**config.mk**
```make
export PLATFORM = sky130hd
export DESIGN_NAME = aibcr3_dcc_updn_gry7_flat
export DESIGN_NICKNAME = d
export VERILOG_FILES = /design/src/rtl/aibcr3_dcc_updn_gry7_if.sv /design/src/rtl/aibcr3_dcc_updn_gry7.sv /design/src/flat_wrapper.sv
export SDC_FILE = /design/constraint.sdc
export NUM_CORES = 1
export LEC_CHECK = 0
export BUFFER_PORTS_ARGS = -buffer_cell sky130_fd_sc_hd__buf_2
export CAP_MARGIN = 10
export CORE_ASPECT_RATIO = 2
export CORE_MARGIN = 2
export CORE_UTILIZATION = 25
export CTS_BUF_LIST = sky130_fd_sc_hd__clkbuf_16
export DETAILED_ROUTE_END_ITERATION = 7
export GPL_TIMING_DRIVEN = 0
export PLACE_DENSITY = 0.45
export SYNTH_ARGS = -nofsm -noshare
export SYNTH_HDL_FRONTEND = slang
export SYNTH_SLANG_ARGS = --single-unit
```
**constraint.sdc**
```tcl
create_clock -name CLKIN -period 6.1 [get_ports CLKIN]
set_input_delay 1.22 -clock CLKIN [delete_from_list [all_inputs] [get_ports CLKIN]]
set_output_delay 1.22 -clock CLKIN [all_outputs]
set_load 0.03 [all_outputs]
```
**src/rtl/aibcr3_dcc_updn_gry7_if.sv**
```systemverilog
// Control and observation bundle for the DCC up/down Gray-code loop controller.
// The master side drives the comparator decisions and the override; the slave
// side (the controller) returns the Gray code, binary code and status flags.
interface aibcr3_dcc_updn_gry7_if;
  logic       en;
  logic       step_valid;
  logic       dcc_up;
  logic       gry_ovr_en;
  logic [6:0] gry_ovr;
  logic [6:0] grey;
  logic [6:0] code_bin;
  logic       lock;
  logic       sat_hi;
  logic       sat_lo;

  modport master (
    output en, step_valid, dcc_up, gry_ovr_en, gry_ovr,
    input  grey, code_bin, lock, sat_hi, sat_lo
  );

  modport slave (
    input  en, step_valid, dcc_up, gry_ovr_en, gry_ovr,
    output grey, code_bin, lock, sat_hi, sat_lo
  );
endinterface

```
**src/rtl/aibcr3_dcc_updn_gry7.sv**
```systemverilog
// Duty-cycle-correction loop controller.
// Comparator samples are majority-filtered by a signed accumulator. Each time
// the accumulator reaches +/-F, the 7-bit code takes one saturating step.
// The code is sent out as Gray, so the downstream thermometer decoder sees
// only one input bit change per step. Once the code has dithered back and forth
// LOCK_CNT times in a row, the code is frozen and lock is raised.
module aibcr3_dcc_updn_gry7 #(
  parameter int INIT_CODE = 64,
  parameter int FILT_W    = 4,
  parameter int LOCK_CNT  = 8
) (
  input logic                          CLKIN,
  input logic                          RST,
  aibcr3_dcc_updn_gry7_if.slave        dcc_if
);

  localparam int ACC_W = FILT_W + 1;
  localparam logic signed [ACC_W-1:0] F_POS   = ACC_W'(2 ** (FILT_W - 1));
  localparam logic signed [ACC_W-1:0] F_NEG   = -F_POS;
  localparam logic signed [ACC_W-1:0] ACC_ONE = ACC_W'(1);
  localparam logic [6:0]              INIT_BIN = 7'(INIT_CODE);
  localparam logic [3:0]              LOCK_THR = 4'(LOCK_CNT);

  typedef enum logic [1:0] {
    ST_IDLE   = 2'd0,
    ST_TRACK  = 2'd1,
    ST_LOCKED = 2'd2
  } state_e;

  // Binary to reflected Gray: adjacent codes differ in exactly one bit.
  function automatic logic [6:0] bin2gray(input logic [6:0] b);
    return b ^ {1'b0, b[6:1]};
  endfunction

  state_e                   state_q, state_d;
  logic signed [ACC_W-1:0]  acc_q, acc_d;
  logic [6:0]               code_q, code_d;
  logic [6:0]               grey_q, grey_d;
  logic [3:0]               rev_q, rev_d;
  logic                     last_dir_q, last_dir_d;   // 1 = last applied step was up
  logic                     last_vld_q, last_vld_d;   // last_dir holds a real step
  logic                     lock_q, lock_d;
  logic                     sat_hi_q, sat_hi_d;
  logic                     sat_lo_q, sat_lo_d;

  logic signed [ACC_W-1:0]  acc_n_s;
  logic                     req_up_s;
  logic                     req_dn_s;
  logic                     step_s;       // a code step was actually applied
  logic                     step_dir_s;   // direction of the applied step
  logic                     lock_hit_s;

  // Filter, saturating code step and reversal counting.
  always_comb begin
    acc_d      = acc_q;
    code_d     = code_q;
    sat_hi_d   = sat_hi_q;
    sat_lo_d   = sat_lo_q;
    rev_d      = rev_q;
    last_dir_d = last_dir_q;
    last_vld_d = last_vld_q;
    acc_n_s    = acc_q;
    req_up_s   = 1'b0;
    req_dn_s   = 1'b0;
    step_s     = 1'b0;
    step_dir_s = 1'b0;

    if (!dcc_if.en) begin
      // Dropping enable (entry to or stay in IDLE) discards filter and lock history.
      acc_d      = '0;
      rev_d      = 4'd0;
      last_vld_d = 1'b0;
    end else if (state_q == ST_TRACK && dcc_if.step_valid) begin
      acc_n_s  = dcc_if.dcc_up ? (acc_q + ACC_ONE) : (acc_q - ACC_ONE);
      req_up_s = (acc_n_s == F_POS);
      req_dn_s = (acc_n_s == F_NEG);
      if (req_up_s || req_dn_s) begin
        acc_d = '0;
      end else begin
        acc_d = acc_n_s;
      end
    end else begin
      acc_d = acc_q;
    end

    if (req_up_s) begin
      if (code_q != 7'd127) begin
        code_d     = code_q + 7'd1;
        sat_hi_d   = 1'b0;
        sat_lo_d   = 1'b0;
        step_s     = 1'b1;
        step_dir_s = 1'b1;
      end else begin
        sat_hi_d = 1'b1;
        sat_lo_d = 1'b0;
      end
    end else if (req_dn_s) begin
      if (code_q != 7'd0) begin
        code_d     = code_q - 7'd1;
        sat_hi_d   = 1'b0;
        sat_lo_d   = 1'b0;
        step_s     = 1'b1;
        step_dir_s = 1'b0;
      end else begin
        sat_hi_d = 1'b0;
        sat_lo_d = 1'b1;
      end
    end else begin
      code_d = code_q;
    end

    // Clipped requests never move the code, so they do not count as reversals.
    if (step_s) begin
      last_dir_d = step_dir_s;
      last_vld_d = 1'b1;
      if (!last_vld_q) begin
        rev_d = 4'd0;
      end else if (step_dir_s != last_dir_q) begin
        rev_d = rev_q + 4'd1;
      end else begin
        rev_d = 4'd0;
      end
    end else begin
      last_dir_d = last_dir_q;
    end

    lock_hit_s = step_s && (rev_d == LOCK_THR);
  end

  // Next-state logic of the loop FSM.
  always_comb begin
    state_d = state_q;
    case (state_q)
      ST_IDLE: begin
        if (dcc_if.en) state_d = ST_TRACK;
        else           state_d = ST_IDLE;
      end
      ST_TRACK: begin
        if (!dcc_if.en)      state_d = ST_IDLE;
        else if (lock_hit_s) state_d = ST_LOCKED;
        else                 state_d = ST_TRACK;
      end
      ST_LOCKED: begin
        if (!dcc_if.en) state_d = ST_IDLE;
        else            state_d = ST_LOCKED;
      end
      default: state_d = ST_IDLE;
    endcase
  end

  // Output decode: lock follows the next state, grey tracks the next code or the override.
  always_comb begin
    lock_d = (state_d == ST_LOCKED);
    if (dcc_if.gry_ovr_en) begin
      grey_d = dcc_if.gry_ovr;
    end else begin
      grey_d = bin2gray(code_d);
    end
  end

  // FSM state register.
  always_ff @(posedge CLKIN or posedge RST) begin
    if (RST) begin
      state_q <= ST_IDLE;
    end else begin
      state_q <= state_d;
    end
  end

  // Datapath and output registers; grey and code_bin load on the same edge.
  always_ff @(posedge CLKIN or posedge RST) begin
    if (RST) begin
      acc_q      <= '0;
      code_q     <= INIT_BIN;
      grey_q     <= bin2gray(INIT_BIN);
      rev_q      <= 4'd0;
      last_dir_q <= 1'b0;
      last_vld_q <= 1'b0;
      lock_q     <= 1'b0;
      sat_hi_q   <= 1'b0;
      sat_lo_q   <= 1'b0;
    end else begin
      acc_q      <= acc_d;
      code_q     <= code_d;
      grey_q     <= grey_d;
      rev_q      <= rev_d;
      last_dir_q <= last_dir_d;
      last_vld_q <= last_vld_d;
      lock_q     <= lock_d;
      sat_hi_q   <= sat_hi_d;
      sat_lo_q   <= sat_lo_d;
    end
  end

  assign dcc_if.grey     = grey_q;
  assign dcc_if.code_bin = code_q;
  assign dcc_if.lock     = lock_q;
  assign dcc_if.sat_hi   = sat_hi_q;
  assign dcc_if.sat_lo   = sat_lo_q;

endmodule
```
**src/flat_wrapper.sv**
```systemverilog
// flat-port wrapper written by rule: the top's interface ports become plain ports
module aibcr3_dcc_updn_gry7_flat 
#(
  parameter int INIT_CODE = 64,
  parameter int FILT_W    = 4,
  parameter int LOCK_CNT  = 8
)
  (CLKIN, RST, dcc_if_en, dcc_if_step_valid, dcc_if_dcc_up, dcc_if_gry_ovr_en, dcc_if_gry_ovr, dcc_if_grey, dcc_if_code_bin, dcc_if_lock, dcc_if_sat_hi, dcc_if_sat_lo);
  aibcr3_dcc_updn_gry7_if dcc_if_i ();
  input logic CLKIN;
  input logic RST;
  input wire logic [$bits(dcc_if_i.en)-1:0] dcc_if_en;
  input wire logic [$bits(dcc_if_i.step_valid)-1:0] dcc_if_step_valid;
  input wire logic [$bits(dcc_if_i.dcc_up)-1:0] dcc_if_dcc_up;
  input wire logic [$bits(dcc_if_i.gry_ovr_en)-1:0] dcc_if_gry_ovr_en;
  input wire logic [$bits(dcc_if_i.gry_ovr)-1:0] dcc_if_gry_ovr;
  output wire logic [$bits(dcc_if_i.grey)-1:0] dcc_if_grey;
  output wire logic [$bits(dcc_if_i.code_bin)-1:0] dcc_if_code_bin;
  output wire logic [$bits(dcc_if_i.lock)-1:0] dcc_if_lock;
  output wire logic [$bits(dcc_if_i.sat_hi)-1:0] dcc_if_sat_hi;
  output wire logic [$bits(dcc_if_i.sat_lo)-1:0] dcc_if_sat_lo;
  assign dcc_if_i.en = dcc_if_en;
  assign dcc_if_i.step_valid = dcc_if_step_valid;
  assign dcc_if_i.dcc_up = dcc_if_dcc_up;
  assign dcc_if_i.gry_ovr_en = dcc_if_gry_ovr_en;
  assign dcc_if_i.gry_ovr = dcc_if_gry_ovr;
  assign dcc_if_grey = dcc_if_i.grey;
  assign dcc_if_code_bin = dcc_if_i.code_bin;
  assign dcc_if_lock = dcc_if_i.lock;
  assign dcc_if_sat_hi = dcc_if_i.sat_hi;
  assign dcc_if_sat_lo = dcc_if_i.sat_lo;
  aibcr3_dcc_updn_gry7 #(.INIT_CODE(INIT_CODE), .FILT_W(FILT_W), .LOCK_CNT(LOCK_CNT)) u_core (.CLKIN(CLKIN), .RST(RST), .dcc_if(dcc_if_i));
endmodule
```
==> reports/qor.txt, run 1 <==
status - complete, no violations
I/O Pins - 30
Cell Rows - 45
final wirelength - 4710 µm
area added between synthesis and finish - 22.3%
Worst Path Max Fanout - 10
die height - 128 µm
Max Cap Viol - 0
clk_skew - 2.89 ps
via/cell ratio - 4.91
total grt overflow - 0
drc violations - 0
RSZ-0062 raised after global routing - false
WP buf/inv - 2
final worst setup slack - 2660 ps
CP Data Arrival Time - 3600 ps
CP Capture Type - flip-flop
Crit path largest cell delay - 460 ps
worst IR drop on VDD - 155 µV
DP Wirelength - 3470 µm
Final setup viols - 0
syn_nets - 219
top cells by area, synth - dfrtp_1 (35%), ha_1 (5.2%), dfstp_2 (4.1%)
area of the die - 8430 µm²
hold-fix buffers at CTS - 0
buffers added on ports - 29
number of global-route vias before repair - 1,642
Synth Instances - 197
Mapped Avg Cell Area - 9.74 µm²
H-tree levels - 2
Core Area - 7490 µm²
max-slew violation count - 0
largest net degree at the start of global routing - 31
CTS root buffer - clkbuf_16
Power Dens Cells - 250 nW/µm²
Max Fclk - 291 MHz
Tot Pwr - 0.000587 W
slowest CP cell - fa_1
final net count - 256
Startpoint Class - input port
post-route ant nets - 0
Final Critical Period - 3440 ps
RePlAce Congestion - 0.819
number of flops mapped to enable cells by yosys - 0
top-count cell post-synth - dfrtp_1
CTS tree - yes
Largest delay share family, worst path - compound AO/OA/AOI/OAI gates
Seq/Total Area, Yosys - 0.393
worst-margin pin slew - 495 ps
main flop type after synthesis - dfrtp_1
Cells after DPL - 320
Required @ worst endpoint - 6260 ps
maximum clock path buffer count - 2
DR iter-0 viols - 89
Hold Path Class - reg2reg
worst skew pair latency - 270 ps
first drt pass iteration count - 4
clock sinks - 30
setup TNS after final layout - 0 ps
Post-CTS Setup Bufs - 0
final clock period utilization by the worst path - 0.564
dominant cell type by area after synthesis - dfrtp_1
Horiz. Die Dim - 65.9 µm
via count - 1,614
CTS Buf Count - 5
critical path class - in2reg
Synth top cells by count - dfrtp_1 (27), nand2_1 (16), nand3_1 (13)
initial core utilization - 0.256
global-route usage over all layers - 0.121
CP cell instances - buf_2, fa_1, nand2b_1, a21oi_2, xnor2_1, buf_4, a41oi_1, a41o_1, and3_1, o31a_1
asr flop ratio synth - 1.00
final cell count without fillers - 329
post_cts resized - 0
Avg WL per Cell - 14.3 µm
Clock transition at path regs - 50 ps
n_diodes - 0
global-route wire length before repair - 8070 µm
flops & latches, synth - 30
Yosys top cell area share - 0.352
slew margin rel. - 0.670
synthesized area - 1920 µm²
initial antenna violation count - 0
Final Hold Vio Count - 0
share of layout cells above drive strength 1 - 0.260
Leakage - 1.03 nW
synthesis warning total - 0
Layout Utilization - 0.313
dpl ws - 2390 ps
count of cell types in the netlist - 56
-- metal layers --
layer	track usage	part of all wire	up-vias
met2	0.201	0.49	37
met4	0.0324	0.011	0
met1	0.161	0.45	773
met5	0	0	-
li1	-	-	799
met3	0.0219	0.045	5
-- area by class of cell --
cell class / count / area, µm²
Fill cell: 769 / 5140
Multi-Input combinational cell: 148 / 1080
Sequential cell: 30 / 754
Timing Repair Buffer: 30 / 173
Clock buffer: 5 / 125
Tap cell: 94 / 118
Inverter: 12 / 45.0
Buffer: 7 / 41.3
Clock inverter: 3 / 12.5
-- power by group --
group	switching (W)	internal, W
Sequential	0.0000144	0.000212
Clock	0.0000845	0.000147
Combinational	0.0000799	0.0000488
-- through the flow --
| stage | instance area [µm²] | hold slack [ps] |
|---|---|---|
| after CTS | 2320 | 479 |
| after detailed placement | 2180 | 467 |
| after floorplan | 1920 | 460 |
| after global routing | 2350 | 525 |
| after global placement | 2180 | 461 |
| final | 2350 | 470 |
-- cells in the final DEF, fill, tap and decap left out, drive strengths merged, types with 3 or more instances in the layout --
master / Yosys / final
a21oi: 4 / 4
a31o: 3 / 3
a31oi: 5 / 5
and2: 4 / 4
and3: 8 / 8
buf: 5 / 35
clkbuf: 2 / 7
dfrtp: 27 / 27
dfstp: 3 / 3
ha: 8 / 8
inv: 12 / 13
mux2i: 3 / 3
nand2: 16 / 16
nand2b: 4 / 4
nand3: 14 / 14
nand4: 4 / 4
nand4b: 3 / 3
nor2: 8 / 8
nor2b: 3 / 3
nor3: 7 / 7
nor4: 3 / 3
o21ai: 11 / 11
xnor2: 8 / 8
xor2: 5 / 5
-- registers in the layout, indices dropped and copies added, names as in the netlist --
name,count
u_core.acc_q,5
u_core.dcc_if.code_bin,7
u_core.dcc_if.grey,7
u_core.dcc_if.lock,1
u_core.dcc_if.sat_hi,1
u_core.dcc_if.sat_lo,1
u_core.last_dir_q,1
u_core.last_vld_q,1
u_core.rev_q,4
u_core.state_q,2
-- final timing paths --
check / from / to / slack (ps) / depth (start not counted)
setup / recovery: dcc_if_dcc_up / u_core.dcc_if.grey[2] / 2660 / 10
hold / removal: u_core.dcc_if.sat_hi / u_core.dcc_if.sat_hi / 470 / 2
setup reg to reg: u_core.acc_q[0] / u_core.dcc_if.grey[2] / 3310 / 10
hold reg to reg: u_core.dcc_if.sat_hi / u_core.dcc_if.sat_hi / 470 / 2
max in group asynchronous: RST / u_core.dcc_if.code_bin[6] / 4590 / 3
min in group asynchronous: RST / u_core.dcc_if.code_bin[4] / 960 / 2
-- logic make-up after synthesis --
kind of cell / count (synthesis) / share of synthesized area
AOI/OAI and AO/OA: 42 / 0.174
xor gates and xnor gates: 13 / 0.0594
adders and majority gates: 9 / 0.0626
buffers and inverters: 19 / 0.0450
DFF: 30 / 0.393
muxes: 4 / 0.0215
and+or+nand+nor: 80 / 0.245
-- worst min-delay path: stages, from the launching register on --
cell,delay (ps)
dfrtp_1,330
nand2_1,50
o31ai_1,50
Note: power is estimated with default switching activity, not from simulation.
==> inputs of run 2 (changes only) <==
--- a/config.mk
+++ b/config.mk
@@ -5,6 +5,7 @@
 export SDC_FILE = /design/constraint.sdc
 export NUM_CORES = 1
 export LEC_CHECK = 0
+export ABC_AREA = 1
 export BUFFER_PORTS_ARGS = -buffer_cell sky130_fd_sc_hd__buf_2
 export CAP_MARGIN = 10
 export CORE_ASPECT_RATIO = 2
@@ -13,7 +14,7 @@
 export CTS_BUF_LIST = sky130_fd_sc_hd__clkbuf_16
 export DETAILED_ROUTE_END_ITERATION = 7
 export GPL_TIMING_DRIVEN = 0
-export PLACE_DENSITY = 0.45
+export PLACE_DENSITY = 0.44
 export SYNTH_ARGS = -nofsm -noshare
 export SYNTH_HDL_FRONTEND = slang
 export SYNTH_SLANG_ARGS = --single-unit
==> constraint.sdc (replaced) <==
create_clock -name CLKIN -period 3.6 [get_ports CLKIN]
set_input_delay 0.72 -clock CLKIN [delete_from_list [all_inputs] [get_ports CLKIN]]
set_output_delay 0.72 -clock CLKIN [all_outputs]
set_load 0.03 [all_outputs]
==> reports/qor.txt, run 2 <==
status - complete, no violations (unchanged)
Cell Rows - 47 (was 45)
synthesized area - 2080 µm² (was 1920 µm²)
Mapped Avg Cell Area - 7.67 µm² (was 9.74 µm²)
worst r2r src - u_core.acc_q[0] (unchanged)
Routed met3 length - 98 µm (was 212 µm)
Max Fclk - 364 MHz
initial antenna violation count - 0 (unchanged)
Final Critical Period - 2750 ps
setup TNS after final layout - 0 ps (unchanged)
commonest non-fill, non-tap cell in the layout - nand2_1 (was buf_2)
share of layout cells above drive strength 1 - 0.258 (was 0.260)
post_cts resized - 0 (unchanged)
RePlAce Congestion - 0.830 (was 0.819)
Required @ worst endpoint - 3770 ps (was 6260 ps)
Filler Cells Inserted - 889 (was 769)
dominant cell type by area after synthesis - dfrtp_1 (unchanged)
via/cell ratio - 4.56 (was 4.91)
Post-CTS Setup Bufs - 0 (unchanged)
maximum clock path buffer count - 2 (unchanged)
Worst Path Max Fanout - 6 (was 10)
Synth Area in Simple Gates - 0.380 (was 0.245)
CTS tree - yes (unchanged)
worst-margin pin slew - 583 ps (was 495 ps)
syn_nets - 293 (was 219)
global-route wire length before repair - 9360 µm (was 8070 µm)
reg2reg end - u_core.dcc_if.grey[1] (was u_core.dcc_if.grey[2])
post-route ant nets - 0 (unchanged)
final clock period utilization by the worst path - 0.763
critical path class - in2reg (unchanged)
initial core utilization - 0.254 (was 0.256)
Avg WL per Cell - 13.9 µm (was 14.3 µm)
die height - 133 µm (was 128 µm)
reg2reg path depth - 16 (was 10)
area added between synthesis and finish - 21.4% (was 22.3%)
total grt overflow - 0 (unchanged)
Hold Path End - u_core.dcc_if.sat_hi (unchanged)
Power Dens Cells - 469 nW/µm² (was 250 nW/µm²)
main flop type after synthesis - dfrtp_1 (unchanged)
area of the die - 9100 µm² (was 8430 µm²)
Hold Path Class - reg2reg (unchanged)
largest net degree at the start of global routing - 19 (was 31)
reg2reg setup slack - 970 ps (was 3310 ps)
Leakage - 1.27 nW (was 1.03 nW)
Synth top cells by count - nand2_1 (69), inv_1 (33), nand3_1 (29) (was dfrtp_1 (27), nand2_1 (16), nand3_1 (13))
Clock transition at path regs - 50 ps (about the same)
flops & latches, synth - 30 (unchanged)
Final setup viols - 0 (unchanged)
top cells by area, synth - dfrtp_1 (33%), nand2_1 (12%), nand3_1 (7.0%) (was dfrtp_1 (35%), ha_1 (5.2%), dfstp_2 (4.1%))
hold depth - 2 (unchanged)
synthesis warning total - 0 (unchanged)
DP Wirelength - 4690 µm (was 3470 µm)
count of cell types in the netlist - 34 (was 56)
via count - 1,844 (was 1,614)
H-tree levels - 2 (unchanged)
clock sinks - 30 (unchanged)
largest family of logic cells by synthesized area - simple AND/OR/NAND/NOR gates (unchanged)
Layout Utilization - 0.309 (was 0.313)
area fraction in compound gates after synthesis - 0.0945 (was 0.174)
max-slew violation count - 0 (unchanged)
Final Hold Vio Count - 0 (unchanged)
drc violations - 0 (unchanged)
global-route usage over all layers - 0.140 (was 0.121)
Seq/Total Area, Yosys - 0.363 (was 0.393)
commonest cells after routing, fill and taps aside - nand2_1 (69), inv_1 (33), nand3_1 (29), buf_2 (27), dfrtp_1 (27) (was buf_2 (32), dfrtp_1 (27), nand2_1 (16), nand3_1 (13), inv_1 (13))
number of global-route vias before repair - 1,954 (was 1,642)
worst IR drop on VDD - 356 µV (was 155 µV)
CP Data Arrival Time - 2910 ps (was 3600 ps)
top-count cell post-synth - nand2_1 (was dfrtp_1)
CP Capture Type - flip-flop (unchanged)
first drt pass iteration count - 4 (unchanged)
n_diodes - 0 (unchanged)
final net count - 328 (was 256)
clk_skew - 8.26 ps (was 2.89 ps)
final wirelength - 5620 µm (was 4710 µm)
DR iter-0 viols - 27 (was 89)
Yosys top cell area share - 0.325 (was 0.352)
Core Area - 8170 µm² (was 7490 µm²)
buffers added on ports - 27 (was 29)
slew margin rel. - 0.611 (was 0.670)
Post-Synth XOR/XNOR Area - 0.0211 (was 0.0594)
worst skew pair latency - 280 ps (was 270 ps)
Synth Instances - 271 (was 197)
Max Cap Viol - 0 (unchanged)
WL met2 - 3470 µm (was 2300 µm)
number of flops mapped to enable cells by yosys - 0 (unchanged)
RSZ-0062 raised after global routing - false (unchanged)
DRT met1 WL - 1800 µm (was 2140 µm)
asr flop ratio synth - 1.00 (unchanged)
mux cell area share after synthesis - 0 (was 0.0215)
critical path launch point - dcc_if_dcc_up (unchanged)
Startpoint Class - input port (unchanged)
Horiz. Die Dim - 68.5 µm (was 65.9 µm)
top sig layer - met4 (unchanged)
CTS root buffer - clkbuf_16 (unchanged)
I/O Pins - 30 (unchanged)
hold-fix buffers at CTS - 0 (unchanged)
hold path startpoint - u_core.dcc_if.sat_hi (unchanged)
CTS Buf Count - 5 (unchanged)
Synth Area in Adders - 0.0578 (was 0.0626)
run 2: cell types whose count changed after synthesis, sizes merged, moves of 5 or more:
cell,delta
a31oi,-5
inv,+30
nand3,+18
nor2,+20
nand2,+64
nor3,-5
and3,-8
xnor2,-8
o21ai,+6
nand4,+6
run 2: cells by family after synthesis:
logic type | after synthesis
flops | 30
xor+xnor | 5
simple gates | 154
fa+ha+maj | 9
buf+inv | 44
compound gates | 29
run 2: metrics by stage:
step	cell area, µm²	instances	worst slack (ps)	hold WS [ps]	total power [W]
after floorplan	2080	271	1090	482	0.000634
after global placement	2340	396	536	465	0.000720
after detailed placement	2360	397	504	463	0.000725
after CTS	2520	404	800	477	0.00120
after global routing	2520	404	542	521	0.00125
final	2520	404	852	470	0.00118
run 2: critical path, stage by stage:
cell     delay [ps]
buf_2           120
inv_1           100
ha_1            380
inv_1           100
nand2_1         100
a21oi_4         170
inv_2            80
nor2_8          180
nand2_2         120
nor2_4          190
nand2_1         160
o22ai_1         140
inv_1            70
nand2_2          90
nand2_1          60
nand3_1          70
nand2_1          70
run 2: where the power goes:
| group | switching (W) | internal, W | total (W) | leakage (nW) |
|---|---|---|---|---|
| sequential | 0.0000321 | 0.000375 | 0.000408 | 0.373 |
| clock | 0.000147 | 0.000319 | 0.000467 | 0.0773 |
| combinational | 0.000215 | 0.0000924 | 0.000308 | 0.821 |
run 2: worst max-delay path by stage:
stage | end | slack [ps] | depth (start not counted)
2_1_floorplan | u_core.dcc_if.grey[4] | 1090 | 13
4_1_cts | u_core.dcc_if.grey[1] | 800 | 17
3_5_place_dp | u_core.dcc_if.grey[1] | 500 | 17
3_3_place_gp | u_core.dcc_if.grey[1] | 540 | 16
5_1_grt | u_core.dcc_if.grey[1] | 540 | 17
6_report | u_core.dcc_if.grey[1] | 850 | 17
run 2: final cells by class:
class	count	area [µm²]	area share
inverter	42	158	0.0625
buffer	2	15.0	0.00595
clock inverter	2	33.8	0.0134
multi-input combinational	197	1150	0.456
tap	98	123	0.0486
timing repair buffer	28	163	0.0645
clock buffer	5	125	0.0496
sequential	30	754	0.299
run 2: layer usage:
metal  up-vias  GRT usage
li1        940          -
met4         0     0.0800
met2        31      0.276
met3        14     0.0196
met1       859      0.121
met5         -          0
==> inputs of run 3 (changes only) <==
==> constraint.sdc (replaced) <==
create_clock -name CLKIN -period 2.6 [get_ports CLKIN]
set_input_delay 0.52 -clock CLKIN [delete_from_list [all_inputs] [get_ports CLKIN]]
set_output_delay 0.52 -clock CLKIN [all_outputs]
set_load 0.03 [all_outputs]
==> reports/qor.txt, run 3 (same netlist as run 2, synthesis figures left out) <==
global-route wire length before repair - 9400 µm (was 9360 µm)
Layout Utilization - 0.315 (was 0.309)
maximum clock path buffer count - 2 (unchanged)
I/O Pins - 30 (unchanged)
CTS root buffer - clkbuf_16 (unchanged)
final worst setup slack - 151 ps (was 852 ps)
worst-margin pin slew - 583 ps (about the same)
Horiz. Die Dim - 68.5 µm (unchanged)
top sig layer - met4 (unchanged)
Worst Path Max Fanout - 7 (was 6)
Tot Pwr - 0.00164 W (was 0.00118 W)
setup TNS after final layout - 0 ps (unchanged)
RSZ-0062 raised after global routing - false (unchanged)
first drt pass iteration count - 4 (unchanged)
final net count - 333 (was 328)
share of layout cells above drive strength 1 - 0.289 (was 0.258)
DRT met1 WL - 1840 µm (was 1800 µm)
initial antenna violation count - 0 (unchanged)
slew margin rel. - 0.611 (about the same)
final clock period utilization by the worst path - 0.942
post-route ant nets - 0 (unchanged)
CTS Buf Count - 5 (unchanged)
Max Fclk - 408 MHz
Required @ worst endpoint - 2820 ps (was 3770 ps)
Cell Rows - 47 (unchanged)
Clock transition at path regs - 50 ps (about the same)
die height - 133 µm (unchanged)
buffers added on ports - 27 (unchanged)
Startpoint Class - input port (unchanged)
max-slew violation count - 0 (unchanged)
CP Capture Type - flip-flop (unchanged)
clock sinks - 30 (unchanged)
area added between synthesis and finish - 23.8% (was 21.4%)
RePlAce Congestion - 0.830 (unchanged)
number of global-route vias before repair - 1,941 (was 1,954)
status - complete, no violations (unchanged)
Avg WL per Cell - 13.9 µm (about the same)
H-tree levels - 2 (unchanged)
final wirelength - 5700 µm (was 5620 µm)
Hold Path Class - in2async (was reg2reg)
Core Area - 8170 µm² (unchanged)
total grt overflow - 0 (unchanged)
commonest cells after routing, fill and taps aside - nand2_1 (66), inv_1 (32), nand3_1 (29), buf_2 (27), dfrtp_1 (27) (was nand2_1 (69), inv_1 (33), nand3_1 (29), buf_2 (27), dfrtp_1 (27))
Leakage - 1.30 nW (was 1.27 nW)
n_diodes - 0 (unchanged)
Final setup viols - 0 (unchanged)
area of the die - 9100 µm² (unchanged)
hold-fix buffers at CTS - 0 (unchanged)
worst skew pair latency - 280 ps (about the same)
Power Dens Cells - 639 nW/µm² (was 469 nW/µm²)
WL met2 - 3580 µm (was 3470 µm)
DP Wirelength - 4690 µm (unchanged)
DR iter-0 viols - 34 (was 27)
hold slack - 289 ps (was 470 ps)
Final Hold Vio Count - 0 (unchanged)
largest net degree at the start of global routing - 19 (unchanged)
dpl ws - -296 ps (was 504 ps)
clk_skew - 7.89 ps (was 8.26 ps)
Final Critical Period - 2450 ps
Filler Cells Inserted - 890 (was 889)
global-route usage over all layers - 0.141 (was 0.140)
CTS tree - yes (unchanged)
commonest non-fill, non-tap cell in the layout - nand2_1 (unchanged)
drc violations - 0 (unchanged)
Max Cap Viol - 0 (unchanged)
critical path class - in2reg (unchanged)
CP Data Arrival Time - 2660 ps (was 2910 ps)
via/cell ratio - 4.56 (about the same)
worst IR drop on VDD - 494 µV (was 356 µV)
initial core utilization - 0.254 (unchanged)
Routed met3 length - 98 µm (unchanged)
via count - 1,864 (was 1,844)
[run 3: where the power goes]
| group | internal, W | switching [W] |
|---|---|---|
| clock | 0.000442 | 0.000204 |
| sequential | 0.000520 | 0.0000441 |
| combinational | 0.000132 | 0.000302 |
[run 3: per-layer routing]
metal  global-route usage  vias to the layer above
li1                     -                      949
met1                0.122                      870
met2                0.283                       33
met3               0.0187                       12
met4               0.0678                        0
met5                    0                        -
[run 3: layout make-up]
class / instances / area, µm² / area share
plain buffers: 2 / 15.0 / 0.00584
flip-flops and latches: 30 / 754 / 0.293
repair buffers: 33 / 200 / 0.0778
inverters: 42 / 158 / 0.0613
clock buffers: 5 / 125 / 0.0486
multi-input cells: 197 / 1160 / 0.452
clock inverters: 2 / 33.8 / 0.0131
well taps: 98 / 123 / 0.0477
[run 3: stage by stage]
stage	area [µm²]	std cells
after CTS	2540	406
after detailed placement	2360	397
after global placement	2340	396
final	2570	409
after floorplan	2080	271
after global routing	2570	409
[run 3: what timing repair did]
item                                    CTS  global route
cloned                                    0             0
buffers inserted                          2             3
pin swaps                                 1             7
endpoints found under the setup margin    2            10
gates resized for setup                   1             6
[run 3: path summary, 6_finish.rpt]
path / start / end / slack (ps) / cells past startpoint
min reg2reg: u_core.dcc_if.sat_hi / u_core.dcc_if.sat_hi / 470 / 2
max in group asynchronous: RST / u_core.dcc_if.code_bin[6] / 1720 / 3
min in group CLKIN: dcc_if_gry_ovr[2] / u_core.dcc_if.grey[2] / 440 / 3
max reg2reg: u_core.acc_q[1] / u_core.dcc_if.lock / 170 / 12
min: RST / u_core.dcc_if.grey[1] / 290 / 2
max: dcc_if_dcc_up / u_core.dcc_if.lock / 150 / 13
[run 3: critical path, stage by stage]
cell and delay (ps):
buf_2 130, inv_2 70, ha_1 310, ha_1 180, inv_1 70, a21oi_4 140
inv_2 80, nor2_8 140, buf_4 130, nand4_2 210, a21oi_1 430, nand3_1 150
nand2_1 90
